<file path="src/rtl/frame_pkg.sv">
// Shared definitions for the UART frame decoder: framing byte values, the
// decoder state enum, the error-code enum, the unstuffed-byte struct and a
// helper that sizes the channel field.
package frame_pkg;

    localparam logic [7:0] FLAG_BYTE = 8'h7E;
    localparam logic [7:0] ESC_BYTE  = 8'h7D;
    localparam logic [7:0] ESC_XOR   = 8'h20;

    typedef enum logic [2:0] {
        ST_HUNT, ST_ADDR, ST_LEN, ST_DATA, ST_CSUM, ST_END
    } state_e;

    typedef enum logic [2:0] {
        ERR_NONE  = 3'd0,
        ERR_ADDR  = 3'd1,
        ERR_LEN   = 3'd2,
        ERR_FRAME = 3'd3,
        ERR_CSUM  = 3'd4
    } err_code_e;

    // Byte after escape removal; flag marks an unescaped 0x7E.
    typedef struct packed {
        logic [7:0] data;
        logic       flag;
    } ubyte_t;

    // Channel field width, never narrower than one bit.
    function automatic int ch_w(input int n);
        return (n > 1) ? $clog2(n) : 1;
    endfunction

endpackage

</file>
<file path="src/rtl/uart_frame_decoder_if.sv">
// Byte-in / word-out bus of the UART frame decoder.
//   rx_*      : byte stream into the decoder (valid/ready)
//   m_*       : decoded payload words out of the decoder (valid/ready)
//   frame_ok, err, err_code : frame status
// master = byte source / word consumer, slave = decoder.
interface uart_frame_decoder_if #(
    parameter int NUM_CH = 2,
    parameter int DATA_W = 32
);
    localparam int CH_W = frame_pkg::ch_w(NUM_CH);

    logic [7:0]        rx_data;
    logic              rx_valid;
    logic              rx_ready;
    logic [DATA_W-1:0] m_data;
    logic [CH_W-1:0]   m_ch;
    logic              m_valid;
    logic              m_last;
    logic              m_ready;
    logic              frame_ok;
    logic              err;
    logic [2:0]        err_code;

    modport master (
        output rx_data, rx_valid, m_ready,
        input  rx_ready, m_data, m_ch, m_valid, m_last, frame_ok, err, err_code
    );

    modport slave (
        input  rx_data, rx_valid, m_ready,
        output rx_ready, m_data, m_ch, m_valid, m_last, frame_ok, err, err_code
    );
endinterface

</file>
<file path="src/rtl/frame_unstuff.sv">
// Escape removal in front of the frame parser. A 0x7D is swallowed and the
// following byte is XORed with 0x20; an unescaped 0x7E is tagged as a flag.
// Ports: sysclk, rstn; in_* raw byte stream; out_* unstuffed byte stream.
module frame_unstuff
    import frame_pkg::*;
(
    input  logic       sysclk,
    input  logic       rstn,
    input  logic [7:0] in_data,
    input  logic       in_valid,
    output logic       in_ready,
    output ubyte_t     out_byte,
    output logic       out_valid,
    input  logic       out_ready
);
    logic esc;
    logic is_esc;

    // Escape bytes are also held off while downstream stalls, so the input
    // ready seen by the sender depends only on the consumer.
    assign in_ready      = out_ready;
    assign is_esc        = !esc && (in_data == ESC_BYTE);
    assign out_valid     = in_valid && !is_esc;
    assign out_byte.data = esc ? (in_data ^ ESC_XOR) : in_data;
    assign out_byte.flag = !esc && (in_data == FLAG_BYTE);

    always_ff @(posedge sysclk or negedge rstn) begin
        if (!rstn)                    esc <= 1'b0;
        else if (in_valid && in_ready) esc <= is_esc;
    end
endmodule

</file>
<file path="src/rtl/uart_frame_decoder.sv">
// UART frame decoder: FLAG, ADDR, LEN, payload[LEN], [CSUM], FLAG.
// Payload bytes are packed big-endian into DATA_W words and tagged with the
// channel from ADDR. The final word is held until the closing flag arrives.
// Ports: sysclk, rstn (async, active low), bus (uart_frame_decoder_if.slave).
// Build option: define FRAME_CHECKSUM_EN to expect a CSUM byte after the
// payload (8-bit sum of ADDR+LEN+payload+CSUM must be zero).
module uart_frame_decoder
    import frame_pkg::*;
#(
    parameter int NUM_CH  = 2,
    parameter int DATA_W  = 32,
    parameter int MAX_LEN = 255
) (
    input  logic sysclk,
    input  logic rstn,
    uart_frame_decoder_if.slave bus
);
    localparam int BPW  = DATA_W / 8;
    localparam int CH_W = ch_w(NUM_CH);
    localparam int BI_W = (BPW > 1) ? $clog2(BPW) : 1;
`ifdef FRAME_CHECKSUM_EN
    localparam state_e AFTER_DATA = ST_CSUM;
`else
    localparam state_e AFTER_DATA = ST_END;
`endif

    state_e            state, state_n;
    ubyte_t            ub;
    logic              ub_valid, ub_ready, take, run, stall;
    logic [CH_W-1:0]   ch, m_ch_q;
    logic [7:0]        len, cnt;
    logic [BI_W-1:0]   bi;
    logic [DATA_W-1:0] acc, word_n, m_data_q;
    logic              m_valid_q, m_last_q, err_q;
    err_code_e         code_n, code_q;
    logic              set_err, latch_addr, start_data, store_byte;
    logic              emit_word, emit_last;
`ifdef FRAME_CHECKSUM_EN
    logic [7:0]        sum;
`endif

    // run holds the input off until the first clock after reset release.
    assign stall    = m_valid_q && !bus.m_ready;
    assign ub_ready = run && !stall;
    assign take     = ub_valid && ub_ready;

    frame_unstuff u_unstuff (
        .sysclk   (sysclk),
        .rstn     (rstn),
        .in_data  (bus.rx_data),
        .in_valid (bus.rx_valid),
        .in_ready (bus.rx_ready),
        .out_byte (ub),
        .out_valid(ub_valid),
        .out_ready(ub_ready)
    );

    assign bus.m_data   = m_data_q;
    assign bus.m_ch     = m_ch_q;
    assign bus.m_valid  = m_valid_q;
    assign bus.m_last   = m_last_q;
    assign bus.err      = err_q;
    assign bus.err_code = code_q;
    assign bus.frame_ok = m_valid_q && bus.m_ready && m_last_q;

    // Current word with the incoming byte dropped into its big-endian slot.
    always_comb begin
        word_n = acc;
        word_n[(BPW-1-int'(bi))*8 +: 8] = ub.data;
    end

    always_ff @(posedge sysclk or negedge rstn) begin
        if (!rstn) state <= ST_HUNT;
        else       state <= state_n;
    end

    always_comb begin
        state_n    = state;
        set_err    = 1'b0;
        code_n     = ERR_NONE;
        latch_addr = 1'b0;
        start_data = 1'b0;
        store_byte = 1'b0;
        emit_word  = 1'b0;
        emit_last  = 1'b0;
        if (take) begin
            unique case (state)
                ST_HUNT: if (ub.flag) state_n = ST_ADDR;
                ST_ADDR: if (!ub.flag) begin       // repeated flags are idle fill
                    if (int'(ub.data) >= NUM_CH) begin
                        set_err = 1'b1; code_n = ERR_ADDR; state_n = ST_HUNT;
                    end else begin
                        latch_addr = 1'b1; state_n = ST_LEN;
                    end
                end
                ST_LEN: if (ub.flag) begin
                    set_err = 1'b1; code_n = ERR_FRAME; state_n = ST_ADDR;
                end else if (ub.data == 8'd0 || int'(ub.data) > MAX_LEN) begin
                    set_err = 1'b1; code_n = ERR_LEN; state_n = ST_HUNT;
                end else begin
                    start_data = 1'b1; state_n = ST_DATA;
                end
                // A flag inside the payload aborts and opens the next frame.
                ST_DATA: if (ub.flag) begin
                    set_err = 1'b1; code_n = ERR_FRAME; state_n = ST_ADDR;
                end else begin
                    store_byte = 1'b1;
                    if (cnt + 8'd1 == len)           state_n   = AFTER_DATA;
                    else if (int'(bi) == BPW - 1)    emit_word = 1'b1;
                end
`ifdef FRAME_CHECKSUM_EN
                ST_CSUM: if (ub.flag) begin
                    set_err = 1'b1; code_n = ERR_FRAME; state_n = ST_ADDR;
                end else if (sum + ub.data != 8'd0) begin
                    set_err = 1'b1; code_n = ERR_CSUM; state_n = ST_HUNT;
                end else begin
                    state_n = ST_END;
                end
`endif
                ST_END: if (ub.flag) begin
                    emit_last = 1'b1; state_n = ST_ADDR;   // closing flag may open the next frame
                end else begin
                    set_err = 1'b1; code_n = ERR_FRAME; state_n = ST_HUNT;
                end
                default: state_n = ST_HUNT;
            endcase
        end
    end

    always_ff @(posedge sysclk or negedge rstn) begin
        if (!rstn) begin
            run       <= 1'b0;
            ch        <= '0;
            len       <= '0;
            cnt       <= '0;
            bi        <= '0;
            acc       <= '0;
            m_data_q  <= '0;
            m_ch_q    <= '0;
            m_valid_q <= 1'b0;
            m_last_q  <= 1'b0;
            err_q     <= 1'b0;
            code_q    <= ERR_NONE;
`ifdef FRAME_CHECKSUM_EN
            sum       <= '0;
`endif
        end else begin
            run   <= 1'b1;
            err_q <= set_err;
            if (set_err) code_q <= code_n;
            if (latch_addr) ch <= ub.data[CH_W-1:0];
            if (start_data) begin
                len <= ub.data;
                cnt <= '0;
                bi  <= '0;
                acc <= '0;
            end
            // After the last payload byte acc keeps the padded final word.
            if (store_byte) begin
                cnt <= cnt + 8'd1;
                bi  <= (int'(bi) == BPW - 1) ? '0 : bi + BI_W'(1);
                acc <= emit_word ? '0 : word_n;
            end
`ifdef FRAME_CHECKSUM_EN
            if (latch_addr)                    sum <= ub.data;
            else if (start_data || store_byte) sum <= sum + ub.data;
`endif
            // Bytes are only taken when the output slot is free or draining.
            if (m_valid_q && bus.m_ready) m_valid_q <= 1'b0;
            if (emit_word || emit_last) begin
                m_valid_q <= 1'b1;
                m_data_q  <= emit_last ? acc : word_n;
                m_last_q  <= emit_last;
                m_ch_q    <= ch;
            end
        end
    end
endmodule
</file>
<file path="src/flat_wrapper.sv">
// flat-port wrapper written by rule: the top's interface ports become plain ports
module uart_frame_decoder_flat import frame_pkg::*;
#(
    parameter int NUM_CH  = 2,
    parameter int DATA_W  = 32,
    parameter int MAX_LEN = 255
)
  (sysclk, rstn, bus_rx_data, bus_rx_valid, bus_m_ready, bus_rx_ready, bus_m_data, bus_m_ch, bus_m_valid, bus_m_last, bus_frame_ok, bus_err, bus_err_code);
  uart_frame_decoder_if #(.NUM_CH(NUM_CH), .DATA_W(DATA_W)) bus_i ();
  input  logic sysclk;
  input  logic rstn;
  input wire logic [$bits(bus_i.rx_data)-1:0] bus_rx_data;
  input wire logic [$bits(bus_i.rx_valid)-1:0] bus_rx_valid;
  input wire logic [$bits(bus_i.m_ready)-1:0] bus_m_ready;
  output wire logic [$bits(bus_i.rx_ready)-1:0] bus_rx_ready;
  output wire logic [$bits(bus_i.m_data)-1:0] bus_m_data;
  output wire logic [$bits(bus_i.m_ch)-1:0] bus_m_ch;
  output wire logic [$bits(bus_i.m_valid)-1:0] bus_m_valid;
  output wire logic [$bits(bus_i.m_last)-1:0] bus_m_last;
  output wire logic [$bits(bus_i.frame_ok)-1:0] bus_frame_ok;
  output wire logic [$bits(bus_i.err)-1:0] bus_err;
  output wire logic [$bits(bus_i.err_code)-1:0] bus_err_code;
  assign bus_i.rx_data = bus_rx_data;
  assign bus_i.rx_valid = bus_rx_valid;
  assign bus_i.m_ready = bus_m_ready;
  assign bus_rx_ready = bus_i.rx_ready;
  assign bus_m_data = bus_i.m_data;
  assign bus_m_ch = bus_i.m_ch;
  assign bus_m_valid = bus_i.m_valid;
  assign bus_m_last = bus_i.m_last;
  assign bus_frame_ok = bus_i.frame_ok;
  assign bus_err = bus_i.err;
  assign bus_err_code = bus_i.err_code;
  uart_frame_decoder #(.NUM_CH(NUM_CH), .DATA_W(DATA_W), .MAX_LEN(MAX_LEN)) u_core (.sysclk(sysclk), .rstn(rstn), .bus(bus_i));
endmodule
</file>
<file path="config.mk">
export PLATFORM = sky130hd
export DESIGN_NAME = uart_frame_decoder_flat
export DESIGN_NICKNAME = d
export VERILOG_FILES = /design/src/rtl/frame_pkg.sv /design/src/rtl/uart_frame_decoder_if.sv /design/src/rtl/frame_unstuff.sv /design/src/rtl/uart_frame_decoder.sv /design/src/flat_wrapper.sv
export SDC_FILE = /design/constraint.sdc
export NUM_CORES = 1
export LEC_CHECK = 0
export ABC_AREA = 0
export BUFFER_PORTS_ARGS = -buffer_cell sky130_fd_sc_hd__buf_2
export CORE_ASPECT_RATIO = 0.9
export CORE_MARGIN = 2
export CORE_UTILIZATION = 50
export DETAILED_ROUTE_END_ITERATION = 6
export PLACE_DENSITY = 0.8
export SYNTH_ARGS = -nofsm -noshare
export SYNTH_HDL_FRONTEND = slang
export SYNTH_HIERARCHICAL = 1
export SYNTH_SLANG_ARGS = --single-unit
</file>
<file path="constraint.sdc">
create_clock -name sysclk -period 6.7 [get_ports sysclk]
set_input_delay 0.335 -clock sysclk [delete_from_list [all_inputs] [get_ports sysclk]]
set_output_delay 0.335 -clock sysclk [all_outputs]
set_load 0.005 [all_outputs]
</file>
==> results of run 1 <==
==> how the worst max path moves through the flow <==
stage	to	slack (ns)	depth (start not counted)
final	u_core/bus.m_data[0]	3.17	6
after global placement	u_core/bus.m_data[4]	3.30	7
after CTS	u_core/bus.m_data[0]	3.27	6
after global routing	u_core/bus.m_data[0]	3.05	6
after floorplan	u_core/bus.m_data[0]	4.08	7
after detailed placement	u_core/bus.m_data[5]	3.19	7
==> cells in the mapped netlist, types with 3 or more instances <==
cell type                  count  area share (%)
sky130_fd_sc_hd__ha_1          6             1.5
sky130_fd_sc_hd__and2_1        3            0.38
sky130_fd_sc_hd__or3_1         8             1.0
sky130_fd_sc_hd__o31ai_1       3            0.45
sky130_fd_sc_hd__buf_4        14             2.1
sky130_fd_sc_hd__nor2_1       23             1.7
sky130_fd_sc_hd__buf_2         6            0.61
sky130_fd_sc_hd__xnor2_1       6             1.1
sky130_fd_sc_hd__a22oi_1      24             3.6
sky130_fd_sc_hd__xor2_1        3            0.53
sky130_fd_sc_hd__inv_1        33             2.5
sky130_fd_sc_hd__nand3_1       9            0.91
sky130_fd_sc_hd__nand4b_1      7             1.2
sky130_fd_sc_hd__clkbuf_1     19             1.4
sky130_fd_sc_hd__nand2b_1      3            0.38
sky130_fd_sc_hd__mux2_4       10             3.0
sky130_fd_sc_hd__o41ai_1       3            0.53
sky130_fd_sc_hd__o21ai_0      37             3.7
sky130_fd_sc_hd__nor3_1        6            0.61
sky130_fd_sc_hd__o21ai_1       3            0.30
sky130_fd_sc_hd__and3_1        3            0.38
sky130_fd_sc_hd__nand4_1      12             1.5
sky130_fd_sc_hd__dfrtp_1      94              48
sky130_fd_sc_hd__nand2_1      27             2.0
sky130_fd_sc_hd__mux2_2       19             4.3
sky130_fd_sc_hd__a21oi_1       5            0.51
sky130_fd_sc_hd__nand3b_1      4            0.61
sky130_fd_sc_hd__o211ai_1     19             2.9
sky130_fd_sc_hd__a22o_1       31             5.5
==> cells by family after synthesis <==
family / Yosys count / synth area share [%]
compound gates: 141 / 21.3
simple gates: 119 / 13.4
flops: 94 / 47.5
buf+inv: 76 / 7.13
mux: 29 / 7.35
xor+xnor: 9 / 1.59
fa+ha+maj: 6 / 1.52
other cells: 2 / 0.152
==> state kept, by name (all words and copies together) (netlist names), 2 cells and up <==
register / count
u_core/acc: 32
u_core/bi: 2
u_core/bus.err_code: 2
u_core/bus.m_data: 32
u_core/cnt: 8
u_core/len: 8
u_core/state: 3
==> timing repair <==
| item | CTS | global route |
|---|---|---|
| hold buffers | 1 | 0 |
| endpoints found under the setup margin | 0 | 0 |
| hold endpoints to repair | 38 | 0 |
| resized for setup | 0 | 0 |
==> worst max-delay path: cells and delay by family (launching register included) <==
| kind | cells | cell delay [ns] |
|---|---|---|
| AO/OA/AOI/OAI | 1 | 0.31 |
| flip-flops | 1 | 0.42 |
| AND/OR/NAND/NOR | 4 | 2.43 |
| multiplexers | 1 | 0.26 |
==> layer usage <==
metal	global-route usage, %	vias to the layer above	wire, um
met4	5.52	0	163
met3	5.27	18	884
met1	32.7	1980	5220
met2	36.9	205	5910
met5	0	-	0
li1	-	1776	-
==> report_power, final <==
| part | internal, mW | total (mW) | switching (mW) |
|---|---|---|---|
| logic | 0.131 | 0.319 | 0.188 |
| clock network | 0.223 | 0.423 | 0.200 |
| registers | 0.625 | 0.688 | 0.0638 |
| total | 0.979 | 1.43 | 0.451 |
==> final cells by class <==
| cell class | instances | area (um^2) |
|---|---|---|
| Inverter | 34 | 128 |
| Tap cell | 126 | 158 |
| Clock buffer | 10 | 138 |
| Timing Repair Buffer | 55 | 290 |
| Sequential cell | 94 | 2350 |
| Multi-Input combinational cell | 306 | 2250 |
| Fill cell | 822 | 4250 |
| Clock inverter | 6 | 91.3 |
==> impl_summary.log, run 1 <==
[metrics] status: completed
[metrics] number of top-level design ports: 53
[metrics] global-route wire length before repair: 19,500 um
[metrics] fraction of registers with async set or reset after synthesis: 100%
[metrics] count of cell types in the netlist: 57
[metrics] share of the core filled with cells: 55.9%
[metrics] measured slew at the worst slew-check pin: 1.14 ns
[metrics] worst hold path class: input pin to register
[metrics] Peak VDD IR: 0.000126 V
[metrics] Post-DP Area: 5160 um^2
[metrics] worst-path cell chain: nand4bb_4 -> nor4b_1 -> nand4_1 -> and2_0 -> a22o_1 -> mux2_2
[metrics] Worst path max stage delay: 0.90 ns
[metrics] number of cells traversed by the worst hold path: 3
[metrics] latest clock arrival within the worst-skew pair: 0.35 ns
[metrics] vias: 3,979
[metrics] width of the die: 109 um
[metrics] final number of max-transition violations: 0
[metrics] CTS max path bufs: 2
[metrics] fraction of the cycle the final worst path needs: 52.7%
[metrics] length of the first detailed-routing pass in iterations: 6
[metrics] overall overflow remaining after global route: 0
[metrics] EDFF count, synth: 0
[metrics] critical-path maximum fanout: 17
[metrics] Final setup viols: 0
[metrics] hold endpoint: u_core/u_unstuff/esc
[metrics] Post-DP HPWL: 8240 um
[metrics] number of clock buffers inserted by TritonCTS: 9
[metrics] Clock H-tree levels: 3
[metrics] Arrival @ worst endpoint: 3.77 ns
[metrics] remaining antenna violation count after routing: 0
[metrics] Routed WL: 12,200 um
[metrics] synthesized net count: 494
[metrics] worst setup slack after layout: 3.17 ns
[metrics] worst-case register-to-register setup slack: 3.17 ns
[metrics] drt wl/cell: 19.3 um
[metrics] unrepaired setup endpoints after global routing: no
[metrics] port bufs: 51
[metrics] ratio of cells with drive above 1 in the final layout: 22.2%
[metrics] clk_skew: 0.00962 ns
[metrics] Floorplan Core Area: 9660 um^2
[metrics] Cell Count, Final, Fillers Out: 631
[metrics] number of flip-flops and latches in the synthesized netlist: 94
[metrics] final worst hold slack: 0.299 ns
[metrics] placement row count: 34
[metrics] share of synthesized area occupied by flip-flops and latches: 47.5%
[metrics] Starting DRT DRC Count: 372
[metrics] Die Y-Extent: 98.4 um
[metrics] Worst Min Path Start: bus_rx_valid
[metrics] number of global-route vias before repair: 3,833
[metrics] signed area change from the synthesized netlist to the final layout: 9.12%
[metrics] max cap viols: 0
[metrics] number of diodes added for antenna fixing: 0
[metrics] most frequent cells in the layout: sky130_fd_sc_hd__dfrtp_1 (94), sky130_fd_sc_hd__buf_2 (50), sky130_fd_sc_hd__o21ai_0 (37)
[metrics] Synth warnings: 6
[metrics] antenna violations before repair: 0
[metrics] cell area after synthesis: 4950 um^2
[metrics] GP Congestion: 0.887
[metrics] dpl cells: 614
[metrics] Setup Crit Path Kind: register to register
[metrics] final hold violation count: 0
[metrics] total negative slack for setup checks: 0 ns
[metrics] post-route DRC violation count: 0
[metrics] clock tree from TritonCTS: done
[metrics] setup fix buffers added after clock tree synthesis: 0
[metrics] total power after layout: 1.43 mW
[metrics] predominant post-synthesis flop cell: sky130_fd_sc_hd__dfrtp_1
[metrics] clock sink total: 94
[metrics] Die ar.: 10,700 um^2
[metrics] clock slew at the register clock pins of the worst setup and hold paths: 0.09 ns
[metrics] post-layout instance area: 5400 um^2
[metrics] source of the critical timing path: u_core/u_unstuff/esc
[metrics] crit path max-delay cell type: sky130_fd_sc_hd__nand4_1
[metrics] worst-case headroom to the max-slew limit: 23.8%
[metrics] Post-Syn Instances: 476
[metrics] leading cell type in the layout, fill and taps excluded: sky130_fd_sc_hd__dfrtp_1
[metrics] destination of the worst register-to-register timing path: u_core/bus.m_data[0]
[metrics] clock root cell: sky130_fd_sc_hd__clkbuf_8
[metrics] fin crit period: 3.53 ns
[metrics] endpoint type of the worst setup path: register
[metrics] pin count of the biggest net entering global routing: 57
[metrics] pwr/cell area: 265 nW/um^2
[metrics] Mapped Avg Cell Area: 10.4 um^2
[metrics] Critical Path Start Type: register
[metrics] WP data required: 6.94 ns
[metrics] number of cell instances on the worst register-to-register path: 6
[metrics] upper clock frequency limit: 0.283 GHz
[metrics] Initial Utilization: 51.3%
[metrics] drt via density: 6.31
[metrics] worst slack at placement: 3.19 ns
[metrics] Post-layout nets: 518
[metrics] overall routing resource usage: 23.3%
[metrics] leakage power total: 2.41 nW
[metrics] FF-to-FF Start: u_core/u_unstuff/esc
(Power assumes the default switching activity.)
==> run 2: changes to the inputs <==
==> constraint.sdc (replaced) <==
create_clock -name sysclk -period 3.3 [get_ports sysclk]
set_input_delay 0.165 -clock sysclk [delete_from_list [all_inputs] [get_ports sysclk]]
set_output_delay 0.165 -clock sysclk [all_outputs]
set_load 0.005 [all_outputs]
==> run 2 against run 1 <==
Net effect:
- power grew 110%
- clock power is 120% higher
- via count shrank 0.38%
- flip-flop and latch count is the same
- sequential share of layout area is 0.68 points lower
- routed wire length decreased by 2.9%
- largest cell class unchanged
- utilization grew 0.88 points
- sequential power rose by 100%
==> impl_summary.log, run 2 (synthesized netlist as in run 1, its figures left out) <==
[metrics] Post-layout nets: 526 (+1.5%)
[metrics] antenna violations before repair: 0 (unchanged)
[metrics] unrepaired setup endpoints after global routing: no
[metrics] clock tree from TritonCTS: done
[metrics] Routed WL: 11,800 um (-2.9%)
[metrics] leakage power total: 2.45 nW (+2.0%)
[metrics] number of top-level design ports: 53 (unchanged)
[metrics] GP Congestion: 0.866 (-2.4%)
[metrics] endpoint type of the worst setup path: register
[metrics] number of clock buffers inserted by TritonCTS: 9 (unchanged)
[metrics] drt wl/cell: 18.5 um (-4.1%)
[metrics] clock slew at the register clock pins of the worst setup and hold paths: 0.09 ns (about the same)
[metrics] length of the first detailed-routing pass in iterations: 5 (-1)
[metrics] Stages on worst setup path: 8 (+2)
[metrics] setup fix buffers added after clock tree synthesis: 0 (unchanged)
[metrics] Setup Crit Path Kind: register to register
[metrics] post-route DRC violation count: 0 (unchanged)
[metrics] fin crit period: 3.06 ns (-0.468 ns)
[metrics] source of the critical timing path: u_core/cnt[0]
[metrics] CTS max path bufs: 2 (unchanged)
[metrics] overall routing resource usage: 23.3% (about the same)
[metrics] clock root cell: sky130_fd_sc_hd__clkbuf_8
[metrics] ratio of cells with drive above 1 in the final layout: 23.4% (+1.2 points)
[metrics] max cap viols: 0 (unchanged)
[metrics] upper clock frequency limit: 0.326 GHz (+15%)
[metrics] number of cell instances on the worst register-to-register path: 8 (+2)
[metrics] crit path max-delay cell type: sky130_fd_sc_hd__a311oi_4
[metrics] Peak VDD IR: 0.000343 V (+170%)
[metrics] critical-path maximum fanout: 23 (+6)
[metrics] Clock H-tree levels: 3 (unchanged)
[metrics] Starting DRT DRC Count: 338 (-9.1%)
[metrics] leading cell type in the layout, fill and taps excluded: sky130_fd_sc_hd__dfrtp_1
[metrics] worst slack at placement: 0.295 ns (-2.90 ns)
[metrics] signed area change from the synthesized netlist to the final layout: 10.8%
[metrics] clock sink total: 94 (unchanged)
[metrics] most frequent cells in the layout: sky130_fd_sc_hd__dfrtp_1 (94), sky130_fd_sc_hd__buf_2 (50), sky130_fd_sc_hd__o21ai_0 (37)
[metrics] port bufs: 51 (unchanged)
[metrics] width of the die: 109 um (unchanged)
[metrics] Critical Path Start Type: register
[metrics] number of gates resized after CTS: 0 (unchanged)
[metrics] crit path buf inv count: 1 (+1)
[metrics] pin count of the biggest net entering global routing: 43 (-25%)
[metrics] WP data required: 3.53 ns (-3.41 ns)
[metrics] measured slew at the worst slew-check pin: 1.08 ns (-0.0567 ns)
[metrics] Post-DP HPWL: 8190 um (-0.54%)
[metrics] number of global-route vias before repair: 3,901 (+1.8%)
[metrics] vias: 3,964 (-0.38%)
[metrics] Initial Utilization: 51.3% (unchanged)
[metrics] Worst path max stage delay: 0.70 ns (-0.20 ns)
[metrics] worst-case register-to-register setup slack: 0.24 ns (-2.93 ns)
[metrics] end point of the critical path: u_core/bus.m_data[6]
[metrics] Die ar.: 10,700 um^2 (unchanged)
[metrics] worst setup slack after layout: 0.237 ns (-2.93 ns)
[metrics] hold bufs inserted after CTS: 1 (unchanged)
[metrics] remaining antenna violation count after routing: 0 (unchanged)
[metrics] Arrival @ worst endpoint: 3.29 ns (-0.48 ns)
[metrics] Die Y-Extent: 98.4 um (unchanged)
[metrics] destination of the worst register-to-register timing path: u_core/bus.m_data[6]
[metrics] number of diodes added for antenna fixing: 0 (unchanged)
[metrics] global-route wire length before repair: 19,700 um (+1.2%)
[metrics] Final setup viols: 0 (unchanged)
[metrics] total negative slack for setup checks: 0 ns (unchanged)
[metrics] worst-path cell chain: ha_1 -> nand3_2 -> o21ai_0 -> nand4b_1 -> a311oi_4 -> buf_4 -> o41a_1 -> o211ai_1
[metrics] family of cells with the greatest summed delay on the critical path: compound AO/OA/AOI/OAI gates
[metrics] overall overflow remaining after global route: 0 (unchanged)
[metrics] placement row count: 34 (unchanged)
[metrics] latest clock arrival within the worst-skew pair: 0.36 ns (about the same)
[metrics] status: completed
[metrics] drt via density: 6.20 (-1.6%)
[metrics] pwr/cell area: 542 nW/um^2 (+100%)
[metrics] clk_skew: 0.00872 ns (-0.000901 ns)
[metrics] final number of max-transition violations: 0 (unchanged)
[metrics] worst-case headroom to the max-slew limit: 27.6% (+3.8 points)
[metrics] worst hold path class: input pin to register
[metrics] fraction of the cycle the final worst path needs: 92.8% (+40 points)
[metrics] Floorplan Core Area: 9660 um^2 (unchanged)
[metrics] FF-to-FF Start: u_core/cnt[0]
[metrics] final hold violation count: 0 (unchanged)
-- run 2: cell types whose count changed in the layout (fill, tap and decap cells not counted) --
cell / before / now
sky130_fd_sc_hd__bufinv_16: 2 / 3
sky130_fd_sc_hd__inv_6: 2 / 1
sky130_fd_sc_hd__clkinv_4: 1 / 2
sky130_fd_sc_hd__clkinv_2: 1 / 0
sky130_fd_sc_hd__buf_4: 4 / 12
-- run 2: final cells by class --
cell class,count,area [um^2]
Fill cell,796,4170
Sequential cell,94,2350
Multi-Input combinational cell,306,2250
Timing Repair Buffer,63,350
Tap cell,126,158
Clock buffer,10,138
Inverter,34,128
Clock inverter,6,116
-- run 2: routing by layer --
layer,GRT usage [%],share of wire [%]
met4,6.71,1.1
met3,4.61,7.7
met5,0,0
met2,35.4,47
met1,34.0,44
-- run 2: through the flow --
stage	util, %	std cells	power [mW]	hold slack (ns)	instance area [um^2]
finish	56.8	639	2.97	0.132	5490
detailed placement	54.1	622	2.05	0.146	5220
CTS	56.8	639	2.99	0.112	5490
global placement	54.1	622	2.01	0.132	5220
floorplan	-	476	1.88	-0.131	4950
global route	56.8	639	3.13	0.140	5490
-- run 2: worst min path at each step --
stage / from / endpoint / slack, ns / cells after the start
detailed placement: rstn / u_core/bus.err_code[0] / 0.15 / 1
global placement: rstn / u_core/bus.err_code[1] / 0.13 / 1
floorplan: rstn / u_core/acc[0] / -0.13 / 0
finish: bus_rx_valid / u_core/u_unstuff/esc / 0.13 / 3
CTS: bus_rx_valid / u_core/u_unstuff/esc / 0.11 / 3
global route: bus_rx_valid / u_core/u_unstuff/esc / 0.14 / 3
-- run 2: worst min-delay path, cell delays in order --
cell and delay [ns]:
sky130_fd_sc_hd__buf_2 0.12, sky130_fd_sc_hd__nand4b_1 0.09, sky130_fd_sc_hd__o31ai_1 0.07
-- run 2: where the power goes --
group | total [mW] | internal, mW | switching (mW)
sequential | 1.40 | 1.27 | 0.130
clock | 0.930 | 0.529 | 0.401
combinational | 0.647 | 0.266 | 0.380
total | 2.97 | 2.06 | 0.911
==> run 3: changes to the inputs <==
--- a/config.mk
+++ b/config.mk
@@ -6,7 +6,7 @@
 export NUM_CORES = 1
 export LEC_CHECK = 0
 export ABC_AREA = 0
-export BUFFER_PORTS_ARGS = -buffer_cell sky130_fd_sc_hd__buf_2
+export BUFFER_PORTS_ARGS = -buffer_cell sky130_fd_sc_hd__clkbuf_2
 export CORE_ASPECT_RATIO = 0.9
 export CORE_MARGIN = 2
 export CORE_UTILIZATION = 50
==> constraint.sdc (replaced) <==
create_clock -name sysclk -period 3.1 [get_ports sysclk]
set_input_delay 0.155 -clock sysclk [delete_from_list [all_inputs] [get_ports sysclk]]
set_output_delay 0.155 -clock sysclk [all_outputs]
set_load 0.005 [all_outputs]
==> run 3 against run 2 <==
Net effect:
- highest routed layer unchanged
- routed wire length up 3.3%
- clock power is 24% higher
- clock skew grew 0.0023 ns
- combinational power rose by 6.6%
==> impl_summary.log, run 3 (synthesized netlist as in run 1, its figures left out) <==
[metrics] status: completed
[metrics] width of the die: 109 um (unchanged)
[metrics] setup fix buffers added after clock tree synthesis: 0 (unchanged)
[metrics] global-route wire length before repair: 19,900 um (+1.1%)
[metrics] drt via density: 6.21 (about the same)
[metrics] worst setup slack after layout: 0.202 ns (-0.0351 ns)
[metrics] Routed WL: 12,200 um (+3.3%)
[metrics] GP Congestion: 0.953 (+10%)
[metrics] signed area change from the synthesized netlist to the final layout: 12.5%
[metrics] Setup Crit Path Kind: register to register
[metrics] remaining antenna violation count after routing: 0 (unchanged)
[metrics] antenna violations before repair: 0 (unchanged)
[metrics] Post-DP HPWL: 8120 um (-0.91%)
[metrics] post-route DRC violation count: 0 (unchanged)
[metrics] Starting DRT DRC Count: 363 (+7.4%)
[metrics] number of clock buffers inserted by TritonCTS: 9 (unchanged)
[metrics] measured slew at the worst slew-check pin: 0.848 ns (-0.234 ns)
[metrics] Arrival @ worst endpoint: 3.16 ns (-0.13 ns)
[metrics] pwr/cell area: 599 nW/um^2 (+10%)
[metrics] worst slack at placement: 0.199 ns (-0.0956 ns)
[metrics] unrepaired setup endpoints after global routing: no
[metrics] max cap viols: 0 (unchanged)
[metrics] FF-to-FF Start: u_core/cnt[0]
[metrics] number of diodes added for antenna fixing: 0 (unchanged)
[metrics] number of gates resized after CTS: 0 (unchanged)
[metrics] endpoint type of the worst setup path: register
[metrics] critical-path maximum fanout: 18 (-22%)
[metrics] vias: 3,991 (+0.68%)
[metrics] Floorplan Core Area: 9660 um^2 (unchanged)
[metrics] length of the first detailed-routing pass in iterations: 6 (+1)
[metrics] number of top-level design ports: 53 (unchanged)
[metrics] Final setup viols: 0 (unchanged)
[metrics] Post-layout nets: 530 (+0.76%)
[metrics] latest clock arrival within the worst-skew pair: 0.37 ns (about the same)
[metrics] worst hold path class: input pin to register
[metrics] post-layout instance area: 5570 um^2 (+1.5%)
[metrics] worst-case headroom to the max-slew limit: 43.3% (+16 points)
[metrics] fill cell instance count of the final layout: 815 (+2.4%)
[metrics] Worst Min Path Start: bus_rx_valid
[metrics] Initial Utilization: 51.3% (unchanged)
[metrics] clock root cell: sky130_fd_sc_hd__clkbuf_8
[metrics] pin count of the biggest net entering global routing: 39 (-9.3%)
[metrics] clk_skew: 0.0110 ns (+0.00229 ns)
[metrics] clock sink total: 94 (unchanged)
[metrics] clock tree from TritonCTS: done
[metrics] final number of max-transition violations: 0 (unchanged)
[metrics] fraction of the cycle the final worst path needs: 93.5% (+0.67 points)
[metrics] Critical Path Start Type: register
[metrics] ratio of cells with drive above 1 in the final layout: 24.0% (+0.59 points)
[metrics] overall overflow remaining after global route: 0 (unchanged)
[metrics] source of the critical timing path: u_core/cnt[0]
[metrics] Die ar.: 10,700 um^2 (unchanged)
[metrics] Peak VDD IR: 0.000302 V (-12%)
[metrics] clock slew at the register clock pins of the worst setup and hold paths: 0.09 ns (about the same)
[metrics] Post-DP Area: 5270 um^2 (+0.81%)
[metrics] fin crit period: 2.90 ns (-0.165 ns)
[metrics] CTS max path bufs: 2 (unchanged)
[metrics] Die Y-Extent: 98.4 um (unchanged)
[metrics] upper clock frequency limit: 0.345 GHz (+5.7%)
[metrics] final hold violation count: 0 (unchanged)
[metrics] port bufs: 51 (unchanged)
[metrics] drt wl/cell: 19.0 um (+2.6%)
[metrics] leakage power total: 2.46 nW (+0.44%)
[metrics] number of global-route vias before repair: 3,913 (+0.31%)
[metrics] leading cell type in the layout, fill and taps excluded: sky130_fd_sc_hd__dfrtp_1
[metrics] WP data required: 3.36 ns (-0.17 ns)
[metrics] Clock H-tree levels: 3 (unchanged)
[metrics] most frequent cells in the layout: sky130_fd_sc_hd__dfrtp_1 (94), sky130_fd_sc_hd__clkbuf_2 (50), sky130_fd_sc_hd__o21ai_0 (37)
[metrics] total negative slack for setup checks: 0 ns (unchanged)
[metrics] placement row count: 34 (unchanged)
[metrics] overall routing resource usage: 23.7% (+0.41 points)
-- run 3: cell types whose count changed in the layout (fill, tap and decap cells not counted) --
cell / change
sky130_fd_sc_hd__clkbuf_2: +50
sky130_fd_sc_hd__bufinv_16: +2
sky130_fd_sc_hd__clkbuf_8: -1
sky130_fd_sc_hd__clkinv_4: -2
sky130_fd_sc_hd__inv_6: +1
sky130_fd_sc_hd__buf_4: +3
sky130_fd_sc_hd__buf_12: +1
sky130_fd_sc_hd__buf_2: -50
-- run 3: layout make-up --
cell class / instances / area, um^2 / share of cell area (%)
tap: 126 / 158 / 2.83
timing repair buffer: 67 / 393 / 7.06
clock inverter: 7 / 168 / 3.01
multi-input combinational: 306 / 2250 / 40.3
sequential: 94 / 2350 / 42.2
inverter: 34 / 128 / 2.29
clock buffer: 9 / 124 / 2.22
-- run 3: critical path, cell delays in order, from the launching register on --
cell	delay (ns)
sky130_fd_sc_hd__dfrtp_1	0.50
sky130_fd_sc_hd__ha_1	0.35
sky130_fd_sc_hd__nand3_2	0.17
sky130_fd_sc_hd__or3_1	0.34
sky130_fd_sc_hd__nand4b_1	0.15
sky130_fd_sc_hd__a311oi_4	0.14
sky130_fd_sc_hd__o21ai_4	0.71
sky130_fd_sc_hd__mux2_2	0.42
-- run 3: final timing paths --
check,to,depth (start not counted),slack [ns]
max,u_core/bus.m_data[11],7,0.20
min,u_core/u_unstuff/esc,3,0.08
max reg2reg,u_core/bus.m_data[11],7,0.20
min reg2reg,u_core/acc[3],2,0.50
max in group asynchronous,u_core/bus.m_data[11],3,2.03
min in group asynchronous,u_core/bus.m_data[5],2,0.29
-- run 3: layer usage --
| layer | wire, um | GRT usage, % | share of wire, % | up-vias |
|---|---|---|---|---|
| li1 | - | - | - | 1803 |
| met1 | 5230 | 34.3 | 43 | 1958 |
| met2 | 5790 | 36.5 | 47 | 202 |
| met3 | 950 | 4.54 | 7.8 | 28 |
| met4 | 235 | 6.80 | 1.9 | 0 |
| met5 | 0 | 0 | 0 | - |
-- run 3: power by group --
group          internal [mW]  total [mW]  switching, mW
registers               1.35        1.49          0.141
logic                  0.288       0.690          0.402
clock network          0.704        1.15          0.447
total                   2.34        3.33          0.991
-- run 3: through the flow --
step                      util, %  instances  hold slack, ns  total power [mW]
after CTS                    57.7        643          0.0670              3.34
after global placement       54.5        626           0.150              2.14
after global routing         57.7        643           0.106              3.47
after detailed placement     54.5        626           0.163              2.17
after floorplan                 -        476          -0.141              2.00
final                        57.7        643          0.0836              3.33
-- run 3: timing repair --
item / in CTS / in global routing
endpoints found under the hold margin: 36 / 0
hold buffers: 1 / 0
endpoints found under the setup margin: 0 / 0
